<file path="src/rtl/hsid_mse_comp_if.sv">
// Bundle of search-control, MSE beat and result signals between the MSE stage
// and the min/max comparator.
interface hsid_mse_comp_if #(
  parameter int WORD_WIDTH        = 16,
  parameter int HSP_LIBRARY_WIDTH = 8
);
  logic                         clear;
  logic                         start;
  logic [HSP_LIBRARY_WIDTH-1:0] hsi_library_size;
  logic [WORD_WIDTH-1:0]        mse_value;
  logic [HSP_LIBRARY_WIDTH-1:0] mse_ref;
  logic                         mse_valid;
  logic                         mse_of;

  logic [WORD_WIDTH-1:0]        min_mse_value;
  logic [HSP_LIBRARY_WIDTH-1:0] min_mse_ref;
  logic [WORD_WIDTH-1:0]        max_mse_value;
  logic [HSP_LIBRARY_WIDTH-1:0] max_mse_ref;
  logic                         found;
  logic [HSP_LIBRARY_WIDTH-1:0] of_count;
  logic                         busy;
  logic                         done;
  logic                         error;

  modport master (
    output clear, start, hsi_library_size, mse_value, mse_ref, mse_valid, mse_of,
    input  min_mse_value, min_mse_ref, max_mse_value, max_mse_ref,
    input  found, of_count, busy, done, error
  );

  modport slave (
    input  clear, start, hsi_library_size, mse_value, mse_ref, mse_valid, mse_of,
    output min_mse_value, min_mse_ref, max_mse_value, max_mse_ref,
    output found, of_count, busy, done, error
  );
endinterface

</file>
<file path="src/rtl/hsid_mse_comp.sv">
// Tracks min/max MSE and their library refs over one search; overflowed
// results are counted and excluded. Completion after the programmed count.
//
// state  | meaning
// S_IDLE | no search active; beats flag error
// S_RUN  | accepting beats until size results have arrived
// S_DONE | results frozen until start or clear; beats flag error
module hsid_mse_comp #(
  parameter int WORD_WIDTH        = 16,
  parameter int HSP_LIBRARY_WIDTH = 8
) (
  input  logic            clk,
  input  logic            rst_n,
  hsid_mse_comp_if.slave  bus
);

  typedef enum logic [1:0] {S_IDLE, S_RUN, S_DONE} state_t;

  localparam logic [HSP_LIBRARY_WIDTH-1:0] ONE_L = HSP_LIBRARY_WIDTH'(1);

  state_t                       r_state, w_state_nxt;
  logic [HSP_LIBRARY_WIDTH-1:0] r_size, w_size_nxt;
  logic [HSP_LIBRARY_WIDTH-1:0] r_count, w_count_nxt;
  logic [HSP_LIBRARY_WIDTH-1:0] r_of_count, w_of_count_nxt;
  logic [WORD_WIDTH-1:0]        r_min, w_min_nxt;
  logic [WORD_WIDTH-1:0]        r_max, w_max_nxt;
  logic [HSP_LIBRARY_WIDTH-1:0] r_min_ref, w_min_ref_nxt;
  logic [HSP_LIBRARY_WIDTH-1:0] r_max_ref, w_max_ref_nxt;
  logic                         r_found, w_found_nxt;
  logic                         r_error, w_error_nxt;
  logic                         r_busy, r_done;
  logic                         w_beat;
  logic [HSP_LIBRARY_WIDTH-1:0] w_size_m1;

  assign w_beat    = bus.mse_valid | bus.mse_of;
  assign w_size_m1 = r_size - ONE_L;

  always_ff @(posedge clk or negedge rst_n) begin
    if (!rst_n) r_state <= S_IDLE;
    else        r_state <= w_state_nxt;
  end

  always_comb begin
    w_state_nxt    = r_state;
    w_size_nxt     = r_size;
    w_count_nxt    = r_count;
    w_of_count_nxt = r_of_count;
    w_min_nxt      = r_min;
    w_max_nxt      = r_max;
    w_min_ref_nxt  = r_min_ref;
    w_max_ref_nxt  = r_max_ref;
    w_found_nxt    = r_found;
    w_error_nxt    = r_error;

    if (bus.clear) begin
      w_state_nxt    = S_IDLE;
      w_size_nxt     = '0;
      w_count_nxt    = '0;
      w_of_count_nxt = '0;
      w_min_nxt      = '1;
      w_max_nxt      = '0;
      w_min_ref_nxt  = '0;
      w_max_ref_nxt  = '0;
      w_found_nxt    = 1'b0;
      w_error_nxt    = 1'b0;
    end else if (bus.start) begin
      // a beat coinciding with start belongs to no search and is dropped
      w_state_nxt    = (bus.hsi_library_size == '0) ? S_DONE : S_RUN;
      w_size_nxt     = bus.hsi_library_size;
      w_count_nxt    = '0;
      w_of_count_nxt = '0;
      w_min_nxt      = '1;
      w_max_nxt      = '0;
      w_min_ref_nxt  = '0;
      w_max_ref_nxt  = '0;
      w_found_nxt    = 1'b0;
      w_error_nxt    = 1'b0;
    end else if (w_beat) begin
      if (r_state == S_RUN) begin
        w_count_nxt = r_count + ONE_L;
        if (bus.mse_of) begin
          w_of_count_nxt = r_of_count + ONE_L;
        end else begin
          w_found_nxt = 1'b1;
          // first valid beat seeds both extremes regardless of the init values
          if (!r_found || (bus.mse_value < r_min)) begin
            w_min_nxt     = bus.mse_value;
            w_min_ref_nxt = bus.mse_ref;
          end
          if (!r_found || (bus.mse_value > r_max)) begin
            w_max_nxt     = bus.mse_value;
            w_max_ref_nxt = bus.mse_ref;
          end
        end
        if (r_count == w_size_m1) w_state_nxt = S_DONE;
      end else begin
        w_error_nxt = 1'b1;
      end
    end
  end

  always_ff @(posedge clk or negedge rst_n) begin
    if (!rst_n) begin
      r_size     <= '0;
      r_count    <= '0;
      r_of_count <= '0;
      r_min      <= '1;
      r_max      <= '0;
      r_min_ref  <= '0;
      r_max_ref  <= '0;
      r_found    <= 1'b0;
      r_error    <= 1'b0;
      r_busy     <= 1'b0;
      r_done     <= 1'b0;
    end else begin
      r_size     <= w_size_nxt;
      r_count    <= w_count_nxt;
      r_of_count <= w_of_count_nxt;
      r_min      <= w_min_nxt;
      r_max      <= w_max_nxt;
      r_min_ref  <= w_min_ref_nxt;
      r_max_ref  <= w_max_ref_nxt;
      r_found    <= w_found_nxt;
      r_error    <= w_error_nxt;
      r_busy     <= (w_state_nxt == S_RUN);
      r_done     <= (w_state_nxt == S_DONE);
    end
  end

  assign bus.min_mse_value = r_min;
  assign bus.min_mse_ref   = r_min_ref;
  assign bus.max_mse_value = r_max;
  assign bus.max_mse_ref   = r_max_ref;
  assign bus.found         = r_found;
  assign bus.of_count      = r_of_count;
  assign bus.busy          = r_busy;
  assign bus.done          = r_done;
  assign bus.error         = r_error;

endmodule

</file>
<file path="src/flat_wrapper.sv">
// flat-port wrapper written by rule: the top's interface ports become plain ports
module hsid_mse_comp_flat 
#(
  parameter int WORD_WIDTH        = 16,
  parameter int HSP_LIBRARY_WIDTH = 8
)
  (clk, rst_n, bus_clear, bus_start, bus_hsi_library_size, bus_mse_value, bus_mse_ref, bus_mse_valid, bus_mse_of, bus_min_mse_value, bus_min_mse_ref, bus_max_mse_value, bus_max_mse_ref, bus_found, bus_of_count, bus_busy, bus_done, bus_error);
  hsid_mse_comp_if #(.WORD_WIDTH(WORD_WIDTH), .HSP_LIBRARY_WIDTH(HSP_LIBRARY_WIDTH)) bus_i ();
  input  logic clk;
  input  logic rst_n;
  input wire logic [$bits(bus_i.clear)-1:0] bus_clear;
  input wire logic [$bits(bus_i.start)-1:0] bus_start;
  input wire logic [$bits(bus_i.hsi_library_size)-1:0] bus_hsi_library_size;
  input wire logic [$bits(bus_i.mse_value)-1:0] bus_mse_value;
  input wire logic [$bits(bus_i.mse_ref)-1:0] bus_mse_ref;
  input wire logic [$bits(bus_i.mse_valid)-1:0] bus_mse_valid;
  input wire logic [$bits(bus_i.mse_of)-1:0] bus_mse_of;
  output wire logic [$bits(bus_i.min_mse_value)-1:0] bus_min_mse_value;
  output wire logic [$bits(bus_i.min_mse_ref)-1:0] bus_min_mse_ref;
  output wire logic [$bits(bus_i.max_mse_value)-1:0] bus_max_mse_value;
  output wire logic [$bits(bus_i.max_mse_ref)-1:0] bus_max_mse_ref;
  output wire logic [$bits(bus_i.found)-1:0] bus_found;
  output wire logic [$bits(bus_i.of_count)-1:0] bus_of_count;
  output wire logic [$bits(bus_i.busy)-1:0] bus_busy;
  output wire logic [$bits(bus_i.done)-1:0] bus_done;
  output wire logic [$bits(bus_i.error)-1:0] bus_error;
  assign bus_i.clear = bus_clear;
  assign bus_i.start = bus_start;
  assign bus_i.hsi_library_size = bus_hsi_library_size;
  assign bus_i.mse_value = bus_mse_value;
  assign bus_i.mse_ref = bus_mse_ref;
  assign bus_i.mse_valid = bus_mse_valid;
  assign bus_i.mse_of = bus_mse_of;
  assign bus_min_mse_value = bus_i.min_mse_value;
  assign bus_min_mse_ref = bus_i.min_mse_ref;
  assign bus_max_mse_value = bus_i.max_mse_value;
  assign bus_max_mse_ref = bus_i.max_mse_ref;
  assign bus_found = bus_i.found;
  assign bus_of_count = bus_i.of_count;
  assign bus_busy = bus_i.busy;
  assign bus_done = bus_i.done;
  assign bus_error = bus_i.error;
  hsid_mse_comp #(.WORD_WIDTH(WORD_WIDTH), .HSP_LIBRARY_WIDTH(HSP_LIBRARY_WIDTH)) u_core (.clk(clk), .rst_n(rst_n), .bus(bus_i));
endmodule
</file>
<file path="config.mk">
export PLATFORM = sky130hd
export DESIGN_NAME = hsid_mse_comp_flat
export DESIGN_NICKNAME = d
export VERILOG_FILES = /design/src/rtl/hsid_mse_comp_if.sv /design/src/rtl/hsid_mse_comp.sv /design/src/flat_wrapper.sv
export SDC_FILE = /design/constraint.sdc
export NUM_CORES = 1
export LEC_CHECK = 0
export CORE_MARGIN = 5
export CORE_UTILIZATION = 30
export CTS_CLUSTER_SIZE = 14
export DETAILED_ROUTE_END_ITERATION = 10
export HOLD_SLACK_MARGIN = 0.05
export SYNTH_ARGS = -nofsm -noshare
export SYNTH_HDL_FRONTEND = slang
export SYNTH_SLANG_ARGS = --single-unit
</file>
<file path="constraint.sdc">
create_clock -name clk -period 2.2 [get_ports clk]
set_clock_uncertainty 0.05 [all_clocks]
set_input_delay 0.44 -clock clk [delete_from_list [all_inputs] [get_ports clk]]
set_output_delay 0.44 -clock clk [all_outputs]
set_load 0.02 [all_outputs]
</file>
==> results of run 1 <==
[per-layer routing]
layer  GRT usage  wire (µm)  vias to the layer above
li1            -          -                     1814
met1       0.200       5490                     1867
met2       0.264       6320                       89
met3      0.0465        736                       12
met4      0.0408        167                        0
met5           0          0                        -
[sequential cells by signal, indices dropped and copies added, names as in the netlist, 2 cells and up]
name and cells:
u_core.bus.max_mse_ref 8, u_core.bus.max_mse_value 16, u_core.bus.min_mse_ref 8, u_core.bus.min_mse_value 16, u_core.bus.of_count 8, u_core.r_count 8
u_core.r_size 8, u_core.r_state 2
[synthesized netlist by cell type (all sizes together) (2+ instances only)]
library cell  count
and4              3
and3              6
nor2             36
nand3            20
nand4             9
a31oi            19
xor2             14
o211ai            2
and2              2
nand2            21
o311a             2
a22o             24
xnor2            11
nand2b            3
buf              13
nand3b            4
o21ai            16
dfrtp            62
ha               34
mux2i             9
or4               2
nor3             18
clkbuf            9
inv              37
or2               2
a21oi            18
dfstp            16
[where the power goes]
part	internal, µW	switching (µW)	total (µW)
Clock	859	560	1420
Sequential	1470	25.3	1490
Combinational	256	277	533
Total	2580	863	3440
[area by class of cell]
| cell class | instances | area, µm² | share of cell area |
|---|---|---|---|
| multi-input cells | 287 | 2290 | 0.354 |
| flip-flops and latches | 78 | 1970 | 0.306 |
| well taps | 180 | 225 | 0.0349 |
| inverters | 37 | 139 | 0.0215 |
| clock buffers | 16 | 282 | 0.0436 |
| repair buffers | 160 | 1550 | 0.240 |
[kinds of logic after synthesis]
| logic type | share of synthesized area |
|---|---|
| fa+ha+maj | 0.101 |
| simple gates | 0.158 |
| flops | 0.467 |
| compound gates | 0.142 |
| mux | 0.0213 |
| buf+inv | 0.0589 |
| xor+xnor | 0.0518 |
[repair_timing]
item | CTS | global route
setup endpoints to repair | 48 | 48
resized for setup | 53 | 25
hold buffers | 1 | 0
pin swaps | 10 | 11
setup buffers | 13 | 2
endpoints found under the hold margin | 21 | 0
gates cloned | 3 | 0
[per-stage QoR]
stage / hold WS, ns / utilization / TNS [ns]
finish: 0.370 / 0.466 / -0.990
CTS: 0.449 / 0.459 / -0.201
detailed placement: 0.387 / 0.413 / -20.53
global placement: 0.379 / 0.413 / -19.27
floorplan: 0.0944 / - / 0
global route: 0.397 / 0.466 / -4.87
[worst reg2reg max path: stages, from the launching register on]
cell	delay (ns)
dfstp_2	0.54
inv_2	0.05
ha_4	0.26
nand4_1	0.17
nor3_2	0.28
a31oi_4	0.13
a21oi_4	0.23
buf_6	0.17
buf_12	0.13
nor3_2	0.05
a31oi_4	0.15
[placed cells by master (no fill, tap or decap), types with 9 or more instances in the layout]
cell             synthesis  routed
clkdlybuf4s50_1          0      83
dfrtp_1                 62      62
buf_4                    1      49
nor2_1                  35      34
inv_1                   37      31
a22o_1                  24      24
ha_1                    34      23
nand2_1                 21      20
a31oi_1                 19      16
dfstp_2                 16      16
nand3_1                 20      15
xor2_1                  14      14
a21oi_1                 18      14
xnor2_1                 11      11
nor3_1                  18      11
dlygate4sd2_1            0      10
nand4_1                  9       9
o21ai_1                  5       9
mux2i_1                  9       9
ha_4                     0       9
clkbuf_16                0       9
[worst paths after layout]
kind,cells past startpoint,start,slack (ns),end
max,10,u_core.bus.min_mse_value[11]$_DFFE_PN1P_,-0.08,u_core.bus.min_mse_value[2]$_DFFE_PN1P_
min,2,bus_mse_value[0],0.37,u_core.bus.max_mse_value[0]$_DFFE_PN0P_
max reg2reg,10,u_core.bus.min_mse_value[11]$_DFFE_PN1P_,-0.08,u_core.bus.min_mse_value[2]$_DFFE_PN1P_
min reg2reg,1,u_core.bus.max_mse_ref[5]$_DFFE_PN0P_,0.45,u_core.bus.max_mse_ref[5]$_DFFE_PN0P_
max in group asynchronous,3,rst_n,0.87,u_core.bus.min_mse_value[1]$_DFFE_PN1P_
min in group asynchronous,2,rst_n,0.57,u_core.bus.of_count[6]$_DFFE_PN0P_
==> results.py, run 1 <==
metrics = {
    "die": {
        "ios": 98,
        "dieArea_um2": 16600,
        "rows": 43,
        "initial_utilization": 0.305,
        "die_y_um": 129,
        "core_area_um2": 13800,
        "die_w_um": 129,
    },
    "global_routing": {
        "antenna_found_initial": 0,
        "track_usage": 0.158,
        "grt_start_max_net_pins": 45,
        "grt_pass1_wl_um": 20700,
        "grt_pass1_vias": 4030,
        "gr-total-overflow": 0,
    },
    "drt": {
        "wl_um": 12700,
        "via_count": 3782,
        "drtAntennaViolNets": 0,
        "drc": 0,
        "wire_per_inst_um": 16.8,
        "drtPass1Iterations": 4,
        "vias_per_cell": 4.99,
        "first_iter_violations": 138,
    },
    "sta": {
        "max_freq_mhz": 438,
        "slew_viol_final": 0,
        "slew_headroom": 0.668,
        "final_hold_viol_count": 0,
        "period_needed_ns": 2.28,
        "period_share": 1.04,
        "rsz0062_at_grt": "yes",
        "setup_viol": 20,
        "fin_ws_ns": -0.0831,
        "worst_slew_pin_slew_ns": 0.498,
    },
    "critical_path": {
        "criticalPathCategory": "reg -> reg",
        "crit_family": "flip-flops",
        "slowest_delay_ns": 0.54,
        "crit_slowest_cell": "dfstp_2",
        "cp_cell_sequence": "inv_2, ha_4, nand4_1, nor3_2, a31oi_4, a21oi_4, buf_6, buf_12, nor3_2, a31oi_4",
        "crit_fanout": 6,
        "worst_setup_path_end_kind": "flop",
        "startpoint_type": "flop",
        "cp.arrival_ns": 2.50,
        "worst-path-buf-inv": 3,
        "cp.required_ns": 2.41,
    },
    "placed_design": {
        "gp_congestion": 0.796,
        "placed_cell_area_um2": 5710,
        "dp_cells": 724,
        "detailedPlace.worstSlack_ns": -0.457,
        "port_buffers": 97,
        "detailedPlacementHpwl_um": 9060,
    },
    "run": {
        "drv_cap": 0,
    },
    "run_status": {
        "status": "complete, but fails checks",
        "violations": "negative setup slack",
    },
    "finish": {
        "instances_no_fill": 758,
        "area_delta_synth_final_pct": 52.7,
        "antenna_cells": 0,
        "final_area_um2": 6450,
        "drive_above_1_share": 0.242,
        "nFillCells": 1286,
        "finalNetCount": 645,
    },
    "synthesis": {
        "netlist_top_cells_area": "dfrtp_1 (37%), ha_1 (10%), dfstp_2 (10%)",
        "synthFlopType": "dfrtp_1",
        "syn_area_um2": 4220,
        "synth_largest_area_cell": "dfrtp_1",
        "postSynthRegisterBits": 78,
        "synth_top_cell_area_share": 0.367,
        "post_synth_inst_count": 424,
        "synth_edf_count": 0,
        "ys_warn_count": 0,
        "yosysUniqueCellTypes": 44,
        "yosysSeqAreaShare": 0.467,
        "syn_avg_cell_area_um2": 9.96,
        "synth.net_count": 496,
        "async_flop_share": 1.00,
    },
    "min_path": {
        "hold_path_class": "in -> reg",
    },
    "clock_tree": {
        "cts-root-buf": "clkbuf_16",
        "cts_max_path_buffers": 2,
        "htreeDepth": 3,
        "tritoncts": "yes",
        "numCtsBuffers": 9,
        "clock_latency_ns": 0.34,
        "cts_num_sinks": 78,
        "clk_pin_slew_ns": 0.06,
    },
    "power": {
        "finalPower_uw": 3440,
        "p_leak_uw": 0.00286,
        "power.density_nw_per_um2": 534,
        "ir_drop_mv": 0.296,
    },
}
Note: power is estimated with default switching activity, not from simulation.
==> inputs of run 2 (changes only) <==
- CORE_UTILIZATION: 30 -> 46
- CTS_CLUSTER_DIAMETER: not set -> 120
- PLACE_DENSITY: not set -> 0.77
==> run 2 against run 1 <==
Compared with the run above:
- maximum frequency decreased by 0.62%
- first-iteration DRC count is 57% higher
- critical path depth unchanged
- the flow still finishes with violations (negative setup slack)
- largest power group unchanged
==> results.py, run 2 (synthesis gave the netlist of run 1 again) <==
metrics = {
    "die": {
        "initial_utilization": 0.464,
        "die_w_um": 106,
        "die_y_um": 106,
        "rows": 35,
        "dieArea_um2": 11200,
        "core_area_um2": 9110,
        "ios": 98,
    },
    "finish": {
        "drive_above_1_share": 0.234,
        "final_cell_mix": "clkdlybuf4s50_1 (86), dfrtp_1 (62), buf_4 (47)",
        "area_delta_synth_final_pct": 46.7,
        "finalNetCount": 636,
        "layout_commonest_cell": "clkdlybuf4s50_1",
        "instances_no_fill": 680,
        "fin_util": 0.680,
        "antenna_cells": 0,
    },
    "critical_path": {
        "worst-path-buf-inv": 3,
        "worst_setup_path_end_kind": "flop",
        "crit_family": "flip-flops",
        "cp_cell_sequence": "inv_2, ha_4, nand4_1, nor3_2, a31oi_4, a21oi_4, buf_6, buf_16, nand2_4, o211ai_1",
        "crit_slowest_cell": "dfstp_2",
        "r2r-start": "u_core.bus.min_mse_value[11]$_DFFE_PN1P_",
        "crit_start": "u_core.bus.min_mse_value[11]$_DFFE_PN1P_",
        "cp.required_ns": 2.43,
        "slowest_delay_ns": 0.54,
        "r2r_slack_ns": -0.1,
        "rr_worst_depth": 10,
        "criticalPathCategory": "reg -> reg",
        "crit_fanout": 6,
        "cp.arrival_ns": 2.52,
        "rr_endpoint": "u_core.bus.min_mse_value[0]$_DFFE_PN1P_",
        "startpoint_type": "flop",
    },
    "sta": {
        "worst_slew_pin_slew_ns": 0.410,
        "setup_viol": 46,
        "slew_viol_final": 0,
        "fin_ws_ns": -0.0974,
        "final_hold_viol_count": 0,
        "rsz0062_at_grt": "yes",
        "whs_ns": 0.458,
        "period_needed_ns": 2.30,
        "slew_headroom": 0.725,
        "period_share": 1.04,
        "max_freq_mhz": 435,
    },
    "power": {
        "ir_drop_mv": 0.331,
        "pwr-share-clk": 0.377,
        "comb_power_share": 0.163,
        "power.switching_uw": 883,
        "power_frac_seq": 0.460,
        "swShare": 0.273,
        "power.density_nw_per_um2": 522,
        "p_leak_uw": 0.00279,
        "p_int_uw": 2350,
    },
    "drt": {
        "via_count": 3933,
        "drtAntennaViolNets": 0,
        "wl_um": 12900,
        "first_iter_violations": 217,
        "drc": 0,
        "vias_per_cell": 5.78,
        "drtPass1Iterations": 5,
        "wire_per_inst_um": 19.0,
    },
    "clock_tree": {
        "htreeDepth": 3,
        "tritoncts": "yes",
        "clk_pin_slew_ns": 0.09,
        "clock_latency_ns": 0.36,
        "cts_max_path_buffers": 2,
        "cts-root-buf": "clkbuf_8",
        "cts_num_sinks": 78,
        "numCtsBuffers": 9,
    },
    "placed_design": {
        "gp_congestion": 0.813,
        "port_buffers": 97,
        "dp_cells": 650,
        "detailedPlacementHpwl_um": 8630,
    },
    "global_routing": {
        "track_usage": 0.222,
        "grt_pass1_wl_um": 19900,
        "gr-total-overflow": 0,
        "grt_start_max_net_pins": 35,
        "antenna_found_initial": 0,
        "grt_pass1_vias": 3946,
    },
    "run": {
        "drv_cap": 0,
    },
    "min_path": {
        "hold_start": "u_core.bus.min_mse_value[1]$_DFFE_PN1P_",
        "min_path_cells": 2,
        "hold_path_class": "reg -> reg",
        "min_to": "u_core.bus.min_mse_value[1]$_DFFE_PN1P_",
    },
    "run_status": {
        "violations": "negative setup slack",
        "status": "complete, but fails checks",
    },
}
run 2: worst max path at each step:
stage / endpoint / slack [ns] / depth (start not counted)
5_1_grt: u_core.bus.min_mse_value[0]$_DFFE_PN1P_ / -0.18 / 10
3_3_place_gp: u_core.bus.min_mse_value[10]$_DFFE_PN1P_ / -0.40 / 10
3_5_place_dp: u_core.bus.min_mse_value[6]$_DFFE_PN1P_ / -0.48 / 10
4_1_cts: u_core.bus.min_mse_value[1]$_DFFE_PN1P_ / -0.01 / 8
6_report: u_core.bus.min_mse_value[0]$_DFFE_PN1P_ / -0.1 / 10
2_1_floorplan: u_core.bus.min_mse_value[10]$_DFFE_PN1P_ / 0.03 / 9
run 2: cell type report:
class                   count  area (µm²)
clock buffers               9         124
well taps                 111         139
clock inverters             7        97.6
flip-flops and latches     78        1970
multi-input cells         287        2250
inverters                  37         139
repair buffers            151        1470
fillers                   658        2910
run 2: routing by layer:
layer  global-route usage  routed length (µm)
met5                    0                   0
met4               0.0722                 298
met3               0.0527                 855
met2                0.389                6690
met1                0.267                5100
run 2: worst register-to-register path, cell delays in order, from the launching register on:
cell and delay (ns):
dfstp_2 0.54, inv_2 0.05, ha_4 0.27, nand4_1 0.18
nor3_2 0.31, a31oi_4 0.14, a21oi_4 0.21, buf_6 0.17
buf_16 0.14, nand2_4 0.05, o211ai_1 0.10
run 2: timing repair:
action                     CTS  global route
pin swaps                   18            15
gates cloned                 2             1
hold endpoints to repair    15             0
setup buffers                3             7
hold buffers                 1             0
setup endpoints to repair   48            48
gates resized for setup     22            40
run 2: through the flow:
step	setup slack [ns]	instance area [µm²]	setup TNS [ns]	total power [µW]
2_1_floorplan	0.0331	4220	0	1720
3_3_place_gp	-0.397	5570	-17.71	1960
3_5_place_dp	-0.481	5570	-20.34	1980
4_1_cts	-0.0117	5950	-0.0511	3210
5_1_grt	-0.182	6200	-5.06	3370
6_report	-0.0974	6200	-1.45	3240
run 2: power by group through the flow:
stage                     clock (µW)  combinational (µW)  sequential (µW)
after CTS                       1230                 489             1490
after floorplan                    0                 193             1530
final                           1220                 528             1490
after global placement             0                 446             1510
after detailed placement           0                 461             1510
after global routing            1300                 570             1490
